<file path="src/rtl/fxu_reservation_station_if.sv">
// Bundle between dispatch / CDB / FXU and the FXU reservation station.
//   master : the surrounding pipeline (drives dispatch, CDB, flush, issue_ready)
//   slave  : the reservation station (drives full, count and the issue bundle)
// Ports: dispatch bundle (in_*), occupancy (full, count), CDB (cdb_*), flush,
//        issue handshake (issue_valid/issue_ready) and issued fields (issue_*).
interface fxu_reservation_station_if #(
    parameter int unsigned TAG_W  = 4,
    parameter int unsigned DATA_W = 16,
    parameter int unsigned CNT_W  = 3
);
    logic              in_valid;
    logic [TAG_W-1:0]  in_rob_idx;
    logic              in_a_valid;
    logic              in_b_valid;
    logic [DATA_W-1:0] in_a_value;
    logic [DATA_W-1:0] in_b_value;
    logic [TAG_W-1:0]  in_a_owner;
    logic [TAG_W-1:0]  in_b_owner;
    logic [3:0]        in_opcode;
    logic [7:0]        in_i;
    logic              full;
    logic [CNT_W-1:0]  count;
    logic              cdb_valid;
    logic [TAG_W-1:0]  cdb_tag;
    logic [DATA_W-1:0] cdb_value;
    logic              flush;
    logic              issue_valid;
    logic              issue_ready;
    logic [TAG_W-1:0]  issue_rob_idx;
    logic [DATA_W-1:0] issue_a;
    logic [DATA_W-1:0] issue_b;
    logic [3:0]        issue_opcode;
    logic [7:0]        issue_i;

    modport master (
        output in_valid, in_rob_idx, in_a_valid, in_b_valid, in_a_value, in_b_value,
               in_a_owner, in_b_owner, in_opcode, in_i, cdb_valid, cdb_tag, cdb_value,
               flush, issue_ready,
        input  full, count, issue_valid, issue_rob_idx, issue_a, issue_b, issue_opcode,
               issue_i
    );

    modport slave (
        input  in_valid, in_rob_idx, in_a_valid, in_b_valid, in_a_value, in_b_value,
               in_a_owner, in_b_owner, in_opcode, in_i, cdb_valid, cdb_tag, cdb_value,
               flush, issue_ready,
        output full, count, issue_valid, issue_rob_idx, issue_a, issue_b, issue_opcode,
               issue_i
    );
endinterface

</file>
<file path="src/rtl/fxu_reservation_station.sv">
// Age-ordered reservation station for one fixed-point unit.
// Compacting queue: slots 0..count-1 are live, slot 0 is the oldest. Missing
// operands are captured from the CDB; the oldest ready slot is issued through
// a valid/ready handshake and the slots above it shift down.
// Ports:
//   clk   - clock, all state on the rising edge
//   rst_n - synchronous active-low reset
//   rs    - slave side of fxu_reservation_station_if (dispatch, CDB, flush, issue)
module fxu_reservation_station #(
    parameter int unsigned DEPTH  = 4,
    parameter int unsigned TAG_W  = 4,
    parameter int unsigned DATA_W = 16,
    localparam int unsigned CNT_W = $clog2(DEPTH + 1)
) (
    input logic                     clk,
    input logic                     rst_n,
    fxu_reservation_station_if.slave rs
);
    typedef struct packed {
        logic [TAG_W-1:0]  rob;
        logic [3:0]        op;
        logic [7:0]        imm;
        logic              a_v;
        logic [DATA_W-1:0] a;
        logic [TAG_W-1:0]  a_own;
        logic              b_v;
        logic [DATA_W-1:0] b;
        logic [TAG_W-1:0]  b_own;
    } slot_t;

    slot_t            slot_q [DEPTH];
    slot_t            slot_d [DEPTH];
    slot_t            woke   [DEPTH];
    slot_t            sel_slot;
    slot_t            in_slot;
    logic [CNT_W-1:0] count_q;
    logic [CNT_W-1:0] count_d;
    logic [CNT_W-1:0] sel;
    logic [CNT_W-1:0] wr_idx;
    logic             any_ready;
    logic             issue_valid;
    logic             fire;
    logic             dispatch;
    logic             full;

    assign full     = (count_q == CNT_W'(DEPTH));
    assign rs.full  = full;
    assign rs.count = count_q;

    // CDB wakeup applied to every slot; stale slots above count are never read.
    always_comb begin
        for (int i = 0; i < DEPTH; i++) begin
            woke[i] = slot_q[i];
            if (rs.cdb_valid && !slot_q[i].a_v && slot_q[i].a_own == rs.cdb_tag) begin
                woke[i].a_v = 1'b1;
                woke[i].a   = rs.cdb_value;
            end
            if (rs.cdb_valid && !slot_q[i].b_v && slot_q[i].b_own == rs.cdb_tag) begin
                woke[i].b_v = 1'b1;
                woke[i].b   = rs.cdb_value;
            end
        end
    end

    // Select uses registered readiness only, so a broadcast never issues the same cycle.
    always_comb begin
        any_ready = 1'b0;
        sel       = '0;
        sel_slot  = '0;
        for (int i = DEPTH - 1; i >= 0; i--) begin
            if (CNT_W'(i) < count_q && slot_q[i].a_v && slot_q[i].b_v) begin
                any_ready = 1'b1;
                sel       = CNT_W'(i);
                sel_slot  = slot_q[i];
            end
        end
    end

    assign issue_valid      = any_ready && !rs.flush;
    assign fire             = issue_valid && rs.issue_ready;
    assign dispatch         = rs.in_valid && !full && !rs.flush;
    assign wr_idx           = count_q - CNT_W'(fire);

    assign rs.issue_valid   = issue_valid;
    assign rs.issue_rob_idx = issue_valid ? sel_slot.rob : '0;
    assign rs.issue_a       = issue_valid ? sel_slot.a   : '0;
    assign rs.issue_b       = issue_valid ? sel_slot.b   : '0;
    assign rs.issue_opcode  = issue_valid ? sel_slot.op  : '0;
    assign rs.issue_i       = issue_valid ? sel_slot.imm : '0;

    // Incoming entry, with a same-cycle CDB match bypassed straight in.
    always_comb begin
        in_slot       = '0;
        in_slot.rob   = rs.in_rob_idx;
        in_slot.op    = rs.in_opcode;
        in_slot.imm   = rs.in_i;
        in_slot.a_v   = rs.in_a_valid;
        in_slot.a     = rs.in_a_value;
        in_slot.a_own = rs.in_a_owner;
        in_slot.b_v   = rs.in_b_valid;
        in_slot.b     = rs.in_b_value;
        in_slot.b_own = rs.in_b_owner;
        if (rs.cdb_valid && !rs.in_a_valid && rs.in_a_owner == rs.cdb_tag) begin
            in_slot.a_v = 1'b1;
            in_slot.a   = rs.cdb_value;
        end
        if (rs.cdb_valid && !rs.in_b_valid && rs.in_b_owner == rs.cdb_tag) begin
            in_slot.b_v = 1'b1;
            in_slot.b   = rs.cdb_value;
        end
    end

    // Compaction: on issue, slots at or above sel take their upper neighbour.
    always_comb begin
        for (int i = 0; i < DEPTH - 1; i++) begin
            slot_d[i] = (fire && CNT_W'(i) >= sel) ? woke[i + 1] : woke[i];
        end
        slot_d[DEPTH-1] = woke[DEPTH-1];
        for (int i = 0; i < DEPTH; i++) begin
            if (dispatch && CNT_W'(i) == wr_idx) begin
                slot_d[i] = in_slot;
            end
        end
        if (rs.flush) begin
            count_d = '0;
        end else begin
            count_d = count_q + CNT_W'(dispatch) - CNT_W'(fire);
        end
    end

    always_ff @(posedge clk) begin
        if (!rst_n) begin
            count_q <= '0;
            for (int i = 0; i < DEPTH; i++) begin
                slot_q[i] <= '0;
            end
        end else begin
            count_q <= count_d;
            for (int i = 0; i < DEPTH; i++) begin
                slot_q[i] <= slot_d[i];
            end
        end
    end
endmodule
</file>
<file path="src/flat_wrapper.sv">
// flat-port wrapper written by rule: the top's interface ports become plain ports
module fxu_reservation_station_flat 
#(
    parameter int unsigned DEPTH  = 4,
    parameter int unsigned TAG_W  = 4,
    parameter int unsigned DATA_W = 16,
    localparam int unsigned CNT_W = $clog2(DEPTH + 1)
)
  (clk, rst_n, rs_in_valid, rs_in_rob_idx, rs_in_a_valid, rs_in_b_valid, rs_in_a_value, rs_in_b_value, rs_in_a_owner, rs_in_b_owner, rs_in_opcode, rs_in_i, rs_cdb_valid, rs_cdb_tag, rs_cdb_value, rs_flush, rs_issue_ready, rs_full, rs_count, rs_issue_valid, rs_issue_rob_idx, rs_issue_a, rs_issue_b, rs_issue_opcode, rs_issue_i);
  fxu_reservation_station_if #(.TAG_W(TAG_W), .DATA_W(DATA_W)) rs_i ();
  input logic clk;
  input logic rst_n;
  input wire logic [$bits(rs_i.in_valid)-1:0] rs_in_valid;
  input wire logic [$bits(rs_i.in_rob_idx)-1:0] rs_in_rob_idx;
  input wire logic [$bits(rs_i.in_a_valid)-1:0] rs_in_a_valid;
  input wire logic [$bits(rs_i.in_b_valid)-1:0] rs_in_b_valid;
  input wire logic [$bits(rs_i.in_a_value)-1:0] rs_in_a_value;
  input wire logic [$bits(rs_i.in_b_value)-1:0] rs_in_b_value;
  input wire logic [$bits(rs_i.in_a_owner)-1:0] rs_in_a_owner;
  input wire logic [$bits(rs_i.in_b_owner)-1:0] rs_in_b_owner;
  input wire logic [$bits(rs_i.in_opcode)-1:0] rs_in_opcode;
  input wire logic [$bits(rs_i.in_i)-1:0] rs_in_i;
  input wire logic [$bits(rs_i.cdb_valid)-1:0] rs_cdb_valid;
  input wire logic [$bits(rs_i.cdb_tag)-1:0] rs_cdb_tag;
  input wire logic [$bits(rs_i.cdb_value)-1:0] rs_cdb_value;
  input wire logic [$bits(rs_i.flush)-1:0] rs_flush;
  input wire logic [$bits(rs_i.issue_ready)-1:0] rs_issue_ready;
  output wire logic [$bits(rs_i.full)-1:0] rs_full;
  output wire logic [$bits(rs_i.count)-1:0] rs_count;
  output wire logic [$bits(rs_i.issue_valid)-1:0] rs_issue_valid;
  output wire logic [$bits(rs_i.issue_rob_idx)-1:0] rs_issue_rob_idx;
  output wire logic [$bits(rs_i.issue_a)-1:0] rs_issue_a;
  output wire logic [$bits(rs_i.issue_b)-1:0] rs_issue_b;
  output wire logic [$bits(rs_i.issue_opcode)-1:0] rs_issue_opcode;
  output wire logic [$bits(rs_i.issue_i)-1:0] rs_issue_i;
  assign rs_i.in_valid = rs_in_valid;
  assign rs_i.in_rob_idx = rs_in_rob_idx;
  assign rs_i.in_a_valid = rs_in_a_valid;
  assign rs_i.in_b_valid = rs_in_b_valid;
  assign rs_i.in_a_value = rs_in_a_value;
  assign rs_i.in_b_value = rs_in_b_value;
  assign rs_i.in_a_owner = rs_in_a_owner;
  assign rs_i.in_b_owner = rs_in_b_owner;
  assign rs_i.in_opcode = rs_in_opcode;
  assign rs_i.in_i = rs_in_i;
  assign rs_i.cdb_valid = rs_cdb_valid;
  assign rs_i.cdb_tag = rs_cdb_tag;
  assign rs_i.cdb_value = rs_cdb_value;
  assign rs_i.flush = rs_flush;
  assign rs_i.issue_ready = rs_issue_ready;
  assign rs_full = rs_i.full;
  assign rs_count = rs_i.count;
  assign rs_issue_valid = rs_i.issue_valid;
  assign rs_issue_rob_idx = rs_i.issue_rob_idx;
  assign rs_issue_a = rs_i.issue_a;
  assign rs_issue_b = rs_i.issue_b;
  assign rs_issue_opcode = rs_i.issue_opcode;
  assign rs_issue_i = rs_i.issue_i;
  fxu_reservation_station #(.DEPTH(DEPTH), .TAG_W(TAG_W), .DATA_W(DATA_W)) u_core (.clk(clk), .rst_n(rst_n), .rs(rs_i));
endmodule
</file>
<file path="config.mk">
export PLATFORM = sky130hd
export DESIGN_NAME = fxu_reservation_station_flat
export DESIGN_NICKNAME = d
export VERILOG_FILES = /design/src/rtl/fxu_reservation_station_if.sv /design/src/rtl/fxu_reservation_station.sv /design/src/flat_wrapper.sv
export SDC_FILE = /design/constraint.sdc
export NUM_CORES = 1
export LEC_CHECK = 0
export CELL_PAD_IN_SITES_DETAIL_PLACEMENT = 0
export CELL_PAD_IN_SITES_GLOBAL_PLACEMENT = 2
export CORE_ASPECT_RATIO = 0.6
export CORE_MARGIN = 2
export CORE_UTILIZATION = 38
export CTS_CLUSTER_DIAMETER = 200
export DETAILED_ROUTE_END_ITERATION = 12
export PLACE_DENSITY_LB_ADDON = 0.1
export SYNTH_ARGS = -nofsm -noshare
export SYNTH_HDL_FRONTEND = slang
export SYNTH_SLANG_ARGS = --single-unit
</file>
<file path="constraint.sdc">
create_clock -name clk -period 6.82 [get_ports clk]
set_input_delay 1.364 -clock clk [delete_from_list [all_inputs] [get_ports clk]]
set_output_delay 1.364 -clock clk [all_outputs]
set_load 0.03 [all_outputs]
</file>
* Yosys cells after proc, flatten, opt, wreduce, memory -nomap -nowiden
Memories as Yosys holds them, arrays and structs flattened.
Cells that the tools add are included.
** Operators by class
- Eq/ne operators :: 14
- Bitwise operators :: 5
- Reduce and logical (&&, ||, !) cells :: 53
- Muxes and demuxes :: 40
- $add $sub $neg :: 3
- Magnitude comparators :: 7
** Operators by type and width (count)
- 2-to-1 mux 58 bit :: 15
- 2-to-1 mux 17 bit :: 10
- equality test 4 bit :: 10
- logical AND 1 bit :: 39
- 2-to-1 mux 16 bit :: 2
- logical NOT 1 bit :: 12
- 2-to-1 mux 2 bit :: 4
- 2-to-1 mux 4 bit :: 2
- 2-to-1 mux 8 bit :: 1
- equality test 2 x 3 -> 1 bit (first input constant) :: 2
- less-than comparator 1 x 3 -> 1 bit (first input constant) :: 2
- less-than comparator 2 x 3 -> 1 bit (first input constant) :: 2
- 2-to-1 mux 1 bit :: 6
- subtractor 3 x 1 -> 3 bit :: 2
- greater-or-equal comparator 1 x 2 -> 1 bit (first input constant) :: 2
- OR 1 bit :: 4
- adder 3 x 1 -> 3 bit :: 1
- equality test 1 x 3 -> 1 bit (first input constant) :: 1
- equality test 3 bit (second input constant) :: 1
- logical NOT 3 bit :: 1
- greater-or-equal comparator 2 bit (first input constant) :: 1
- OR reduction 2 bit :: 1
- inverter 1 bit :: 1
** Word-level totals
- Input bits :: 84
- Bits in writable memories :: 232
- Memories :: 1
- Register bits :: 3
- Word-level logic and storage cells :: 124
** Memory list
- u_core.slot_q :: words 4, width 58, rd ports 4, clocked after Yosys merged registers in 0, wr ports 4, RTL line fxu_reservation_station.sv:31 : slot_t slot_q [DEPTH];

* Depth between registers and ports, before layout
- Depth after elaboration :: 14
- Gate-level depth with buffers :: 17
- Depth with buffers taken out :: 14

* Worst setup path after synthesis
Ideal clock, no wire load.
- Path type :: register -> output
- From :: register u_core.count_q[1], in the netlist u_core.rs.count[1]
- To :: output rs_issue_a[0]
- Arrival time :: 2.846 ns
- Buffers on the path :: 3
- Stages on the path, launching flop included :: 11
- Data required time :: 5.456 ns
- Path slack :: 2.610 ns
- Cells stage by stage :: dfxtp_1 -> inv_1 -> ha_1 -> nand2b_1 -> nand3_1 -> clkbuf_1 -> nand2_1 -> clkbuf_1 -> buf_1 -> o22ai_1 -> nor3_1
** Between the ends
- Cells in the longest elaborated chain, start to end :: 9
** Ends and longest elaborated chain
- start, declared :: RTL line fxu_reservation_station.sv:36 : logic [CNT_W-1:0] count_q;
- start signal, assigned :: RTL line fxu_reservation_station.sv:138 : count_q <= count_d;
- less-than comparator 2 x 3 -> 1 bit :: RTL line fxu_reservation_station.sv:71 : if (CNT_W'(i) < count_q && slot_q[i].a_v && slot_q[i].b_v) begin
- logical AND 1 bit (2 in a row) :: RTL line fxu_reservation_station.sv:71
- 2-to-1 mux 1 bit (4 in a row) :: RTL line fxu_reservation_station.sv:71
- logical AND 1 bit :: RTL line fxu_reservation_station.sv:79 : assign issue_valid = any_ready && !rs.flush;
- 2-to-1 mux 16 bit * :: RTL line fxu_reservation_station.sv:86 : assign rs.issue_a = issue_valid ? sel_slot.a : '0;
- end, declared :: RTL line flat_wrapper.sv:32 : output wire logic [$bits(rs_i.issue_a)-1:0] rs_issue_a;
Mark *: on every way between the ends. The rest lies on a longest branch, timed or not.

* Worst setup path in the final report
- From :: register u_core.count_q[1], in the netlist u_core.rs.count[1]
- To :: output rs_issue_b[15]
** Between the ends
- Cells in the longest elaborated chain, start to end :: 9
** Ends and longest elaborated chain
- less-than comparator 2 x 3 -> 1 bit :: RTL line fxu_reservation_station.sv:71
- logical AND 1 bit (2 in a row) :: RTL line fxu_reservation_station.sv:71
- 2-to-1 mux 1 bit (4 in a row) :: RTL line fxu_reservation_station.sv:71
- logical AND 1 bit :: RTL line fxu_reservation_station.sv:79
- 2-to-1 mux 16 bit * :: RTL line fxu_reservation_station.sv:87 : assign rs.issue_b = issue_valid ? sel_slot.b : '0;
- end, declared :: RTL line flat_wrapper.sv:33 : output wire logic [$bits(rs_i.issue_b)-1:0] rs_issue_b;
Marks and branches as above.

==> summary.txt <==
Run status
  – Status: completed

Die
  – Ports: 137
  – Rows: 53
  – Core outline area: 35300 sq um
  – Initial core utilization: 38.9%
  – Die Width: 249 um
  – Die Ht: 151 um
  – Die area: 37700 sq um

Pwr
  – Seq pwr share: 45.0%
  – Clock power share: 44.6%
  – P_leak: 0.00545 uW
  – Pwr dens: 199 nW/um^2
  – Sw Ratio: 26.2%
  – NetSw: 839 uW
  – VDD IR max: 165 uV
  – Logic gate share of total power: 10.4%
  – Int Pwr: 2360 uW

Setup path
  – Worst Setup SP: u_core.rs.count[1]
  – CP max FO: 25
  – CP startpoint kind: flop
  – Critical path arrival: 4060 ps
  – Worst R2R End: u_core.slot_q[0][230]
  – WS Path Type: flop to output pin
  – Worst r2r src: u_core.rs.count[1]
  – Critical Path Sink Type: output pin
  – R2R cell count: 15
  – Required @ worst endpoint: 5460 ps
  – R2R Setup Slk: 2720 ps
  – Setup crit end: rs_issue_b[15]

Yosys
  – Post-Synthesis Cell Area: 13700 sq um
  – Synth Area in XOR/XNOR: 1.85%
  – Synthesized area per cell: 8.36 sq um
  – Post-synth ARST share: 0%
  – Compound-Gate Fraction of Synth Area: 29.0%
  – Mapped Cells: 1643
  – Post-synthesis cell type count: 67
  – Post-Syn Nets: 1733
  – Mux contribution to synthesized area: 9.83%
  – EDFF count, synth: 0
  – Most common flop cell mapped by yosys: dfxtp_1
  – Synth Warn #: 0
  – Synth Area in Adders: 0.601%
  – Number of synthesized register bits: 235
  – Largest family of logic cells by synthesized area: compound AO/OA/AOI/OAI gates
  – Post-Synth Simple-Gate Area: 17.8%
  – Sequential area share after synthesis: 34.2%

Timing
  – Hold Vio Cnt, Final: 0
  – Skew final: 9.14 ps
  – RSZ-0062 raised after global routing: no
  – Final Setup Violations: 0
  – Slew @ Worst Pin: 1190 ps
  – Final Cycle Share: 79.6%
  – Setup_tns: 0 ps
  – Slew HR: 20.1%
  – Tmin final: 5430 ps
  – Final slew viol count: 0
  – Fmax: 184 MHz

Global route
  – Met2 GRT Util: 40.7%
  – Met3 Resource Use GR: 5.31%
  – Vias in the first global route: 12500
  – Initial antenna violation count: 0
  – Pin count of the biggest net entering global routing: 103
  – First-pass GRT wire length: 79900 um
  – M1 GR Usage: 41.3%
  – Total track usage: 27.5%
  – Grt peak-use layer: met1
  – Congestion Overflow GR: 0

Final layout
  – Synth-to-Final Area Change: 17.1%
  – Sequential Area: 4700 sq um
  – Multi-input logic area: 8250 sq um
  – Finished Layout Cells: 2149
  – Total Nets Final: 1755
  – Layout cell share with drive strength beyond 1: 12.1%
  – Fillcell total: 3523
  – Diode count: 0

CTS
  – # Post-CTS Setup Buffers: 0
  – Clk sink count: 235
  – Clock latency on the worst-skew pair: 540 ps
  – Clock root buffer: clkbuf_16
  – CTS tree: built
  – Clk slew on worst S/H paths: 60 ps
  – CTS Hold Bufs: 0
  – H-tree depth: 1
  – Clock tree buffer depth: 3
  – Num CTS Buffers: 25
  – Post_cts resized: 0

Routing
  – Remaining DRCs: 0
  – Pre-antenna DRT Iters: 6
  – DR iter-0 viols: 1117
  – Via density: 6.14
  – Routed WL: 53100 um
  – Routed WL per cell: 24.7 um
  – Vias: 13200
  – DRT antenna net count: 0

Place
  – PortBufs: 136
  – Placed Cells incl. Taps: 2105
  – Placer Congestion: 0.800
  – Detailed Place HPWL: 32100 um

Worst hold path
  – Hold WC Path Type: flop to flop

Run
  – Max-cap viol count: 0
==> power by group through the flow <==
stage / logic (uW) / registers [uW] / clock network [uW]
finish: 332 / 1440 / 1430
CTS: 328 / 1440 / 1440
detailed placement: 327 / 1470 / 0
global placement: 324 / 1470 / 0
floorplan: 199 / 1460 / 0
global route: 355 / 1440 / 1500
==> worst max-delay path: stages (launching register included) <==
cell and delay, ps:
dfxtp_1 440, inv_1 170, ha_1 280, nor2b_1 230
nand3_2 570, buf_4 500, and3_1 230, a211oi_1 370
nor3_1 80, clkdlybuf4s50_1 630
==> layout make-up <==
| class | count | share of cell area [%] |
|---|---|---|
| well taps | 467 | 3.63 |
| flip-flops and latches | 235 | 29.2 |
| clock inverters | 5 | 0.311 |
| clock buffers | 39 | 4.84 |
| multi-input cells | 1214 | 51.3 |
| inverters | 15 | 0.397 |
| repair buffers | 174 | 10.3 |
==> how the worst min path moves through the flow <==
| stage | from | endpoint | slack, ps | cells after the start |
|---|---|---|---|---|
| after floorplan | u_core.slot_q[0][216] | u_core.slot_q[0][216] | 450 | 2 |
| after global placement | u_core.slot_q[0][231] | u_core.slot_q[0][231] | 460 | 2 |
| after detailed placement | u_core.slot_q[0][217] | u_core.slot_q[0][217] | 460 | 2 |
| after CTS | u_core.slot_q[0][217] | u_core.slot_q[0][217] | 460 | 2 |
| after global routing | u_core.slot_q[0][219] | u_core.slot_q[0][219] | 490 | 2 |
| final | u_core.slot_q[0][217] | u_core.slot_q[0][217] | 470 | 2 |
==> cell families (layout without fill, tap and decap cells) <==
group           Yosys count  after routing
flops                   235            235
fa+ha+maj                 6              6
buf+inv                 194            233
mux                     130            130
xor+xnor                 29             29
simple gates            523            523
compound gates          526            526
==> state kept, by name, summed over array words and instances (netlist names) <==
signal           cells
u_core.rs.count      3
u_core.slot_q      232
==> per-layer routing <==
layer	vias up	routed length, um
li1	6155	-
met1	6487	26300
met2	491	21900
met3	58	4070
met4	0	827
met5	-	0
==> cells in the mapped netlist, types with 3 or more instances <==
cell	count	area share [%]
nor2b_1	7	0.32
o21a_1	17	0.93
a211oi_2	19	1.7
a311oi_2	40	4.4
xor2_1	18	1.1
mux2i_1	95	6.9
nand3b_1	16	0.87
o31ai_1	17	0.93
a211oi_1	112	6.1
nand2_1	140	3.8
o21ai_1	20	0.73
ha_1	5	0.46
o22ai_1	67	3.1
mux2_2	33	2.7
buf_4	9	0.49
buf_1	7	0.19
xnor2_1	11	0.70
and3_1	51	2.3
a22oi_1	32	1.7
nor3_1	61	2.2
dfxtp_1	235	34
nand4b_1	3	0.19
a221oi_1	16	1.0
a21oi_1	96	3.5
nor2_1	180	4.9
clkbuf_1	111	3.0
inv_1	13	0.36
nand2b_1	9	0.41
buf_6	13	1.1
o221ai_1	20	1.3
o21ai_0	32	1.2
buf_2	39	1.4
a211o_1	17	1.1
or3_1	18	0.82
nand3_1	21	0.77
and4b_1	3	0.22
==> placed cells by master (no fill, tap or decap), drive strengths merged, types with 19 or more instances in the layout <==
| cell | count |
|---|---|
| nor2 | 180 |
| buf | 39 |
| and3 | 51 |
| dfxtp | 235 |
| mux2 | 33 |
| nor3 | 64 |
| nand2 | 140 |
| a311oi | 41 |
| nand3 | 21 |
| clkdlybuf4s50 | 135 |
| mux2i | 97 |
| a22oi | 32 |
| o21ai | 52 |
| o221ai | 20 |
| clkbuf | 39 |
| a21oi | 96 |
| a211oi | 131 |
| o22ai | 67 |
| or3 | 19 |
==> per-stage QoR <==
stage	hold slack [ps]	utilization, %	area (sq um)	worst slack, ps	power, uW
after floorplan	445	-	13700	2610	1660
after global placement	455	43.3	15300	1750	1790
after detailed placement	456	43.3	15300	1680	1800
after CTS	465	45.6	16100	1460	3210
after global routing	493	45.6	16100	1210	3300
final	466	45.6	16100	1390	3200
No activity file was read; power rests on OpenSTA's default activity.
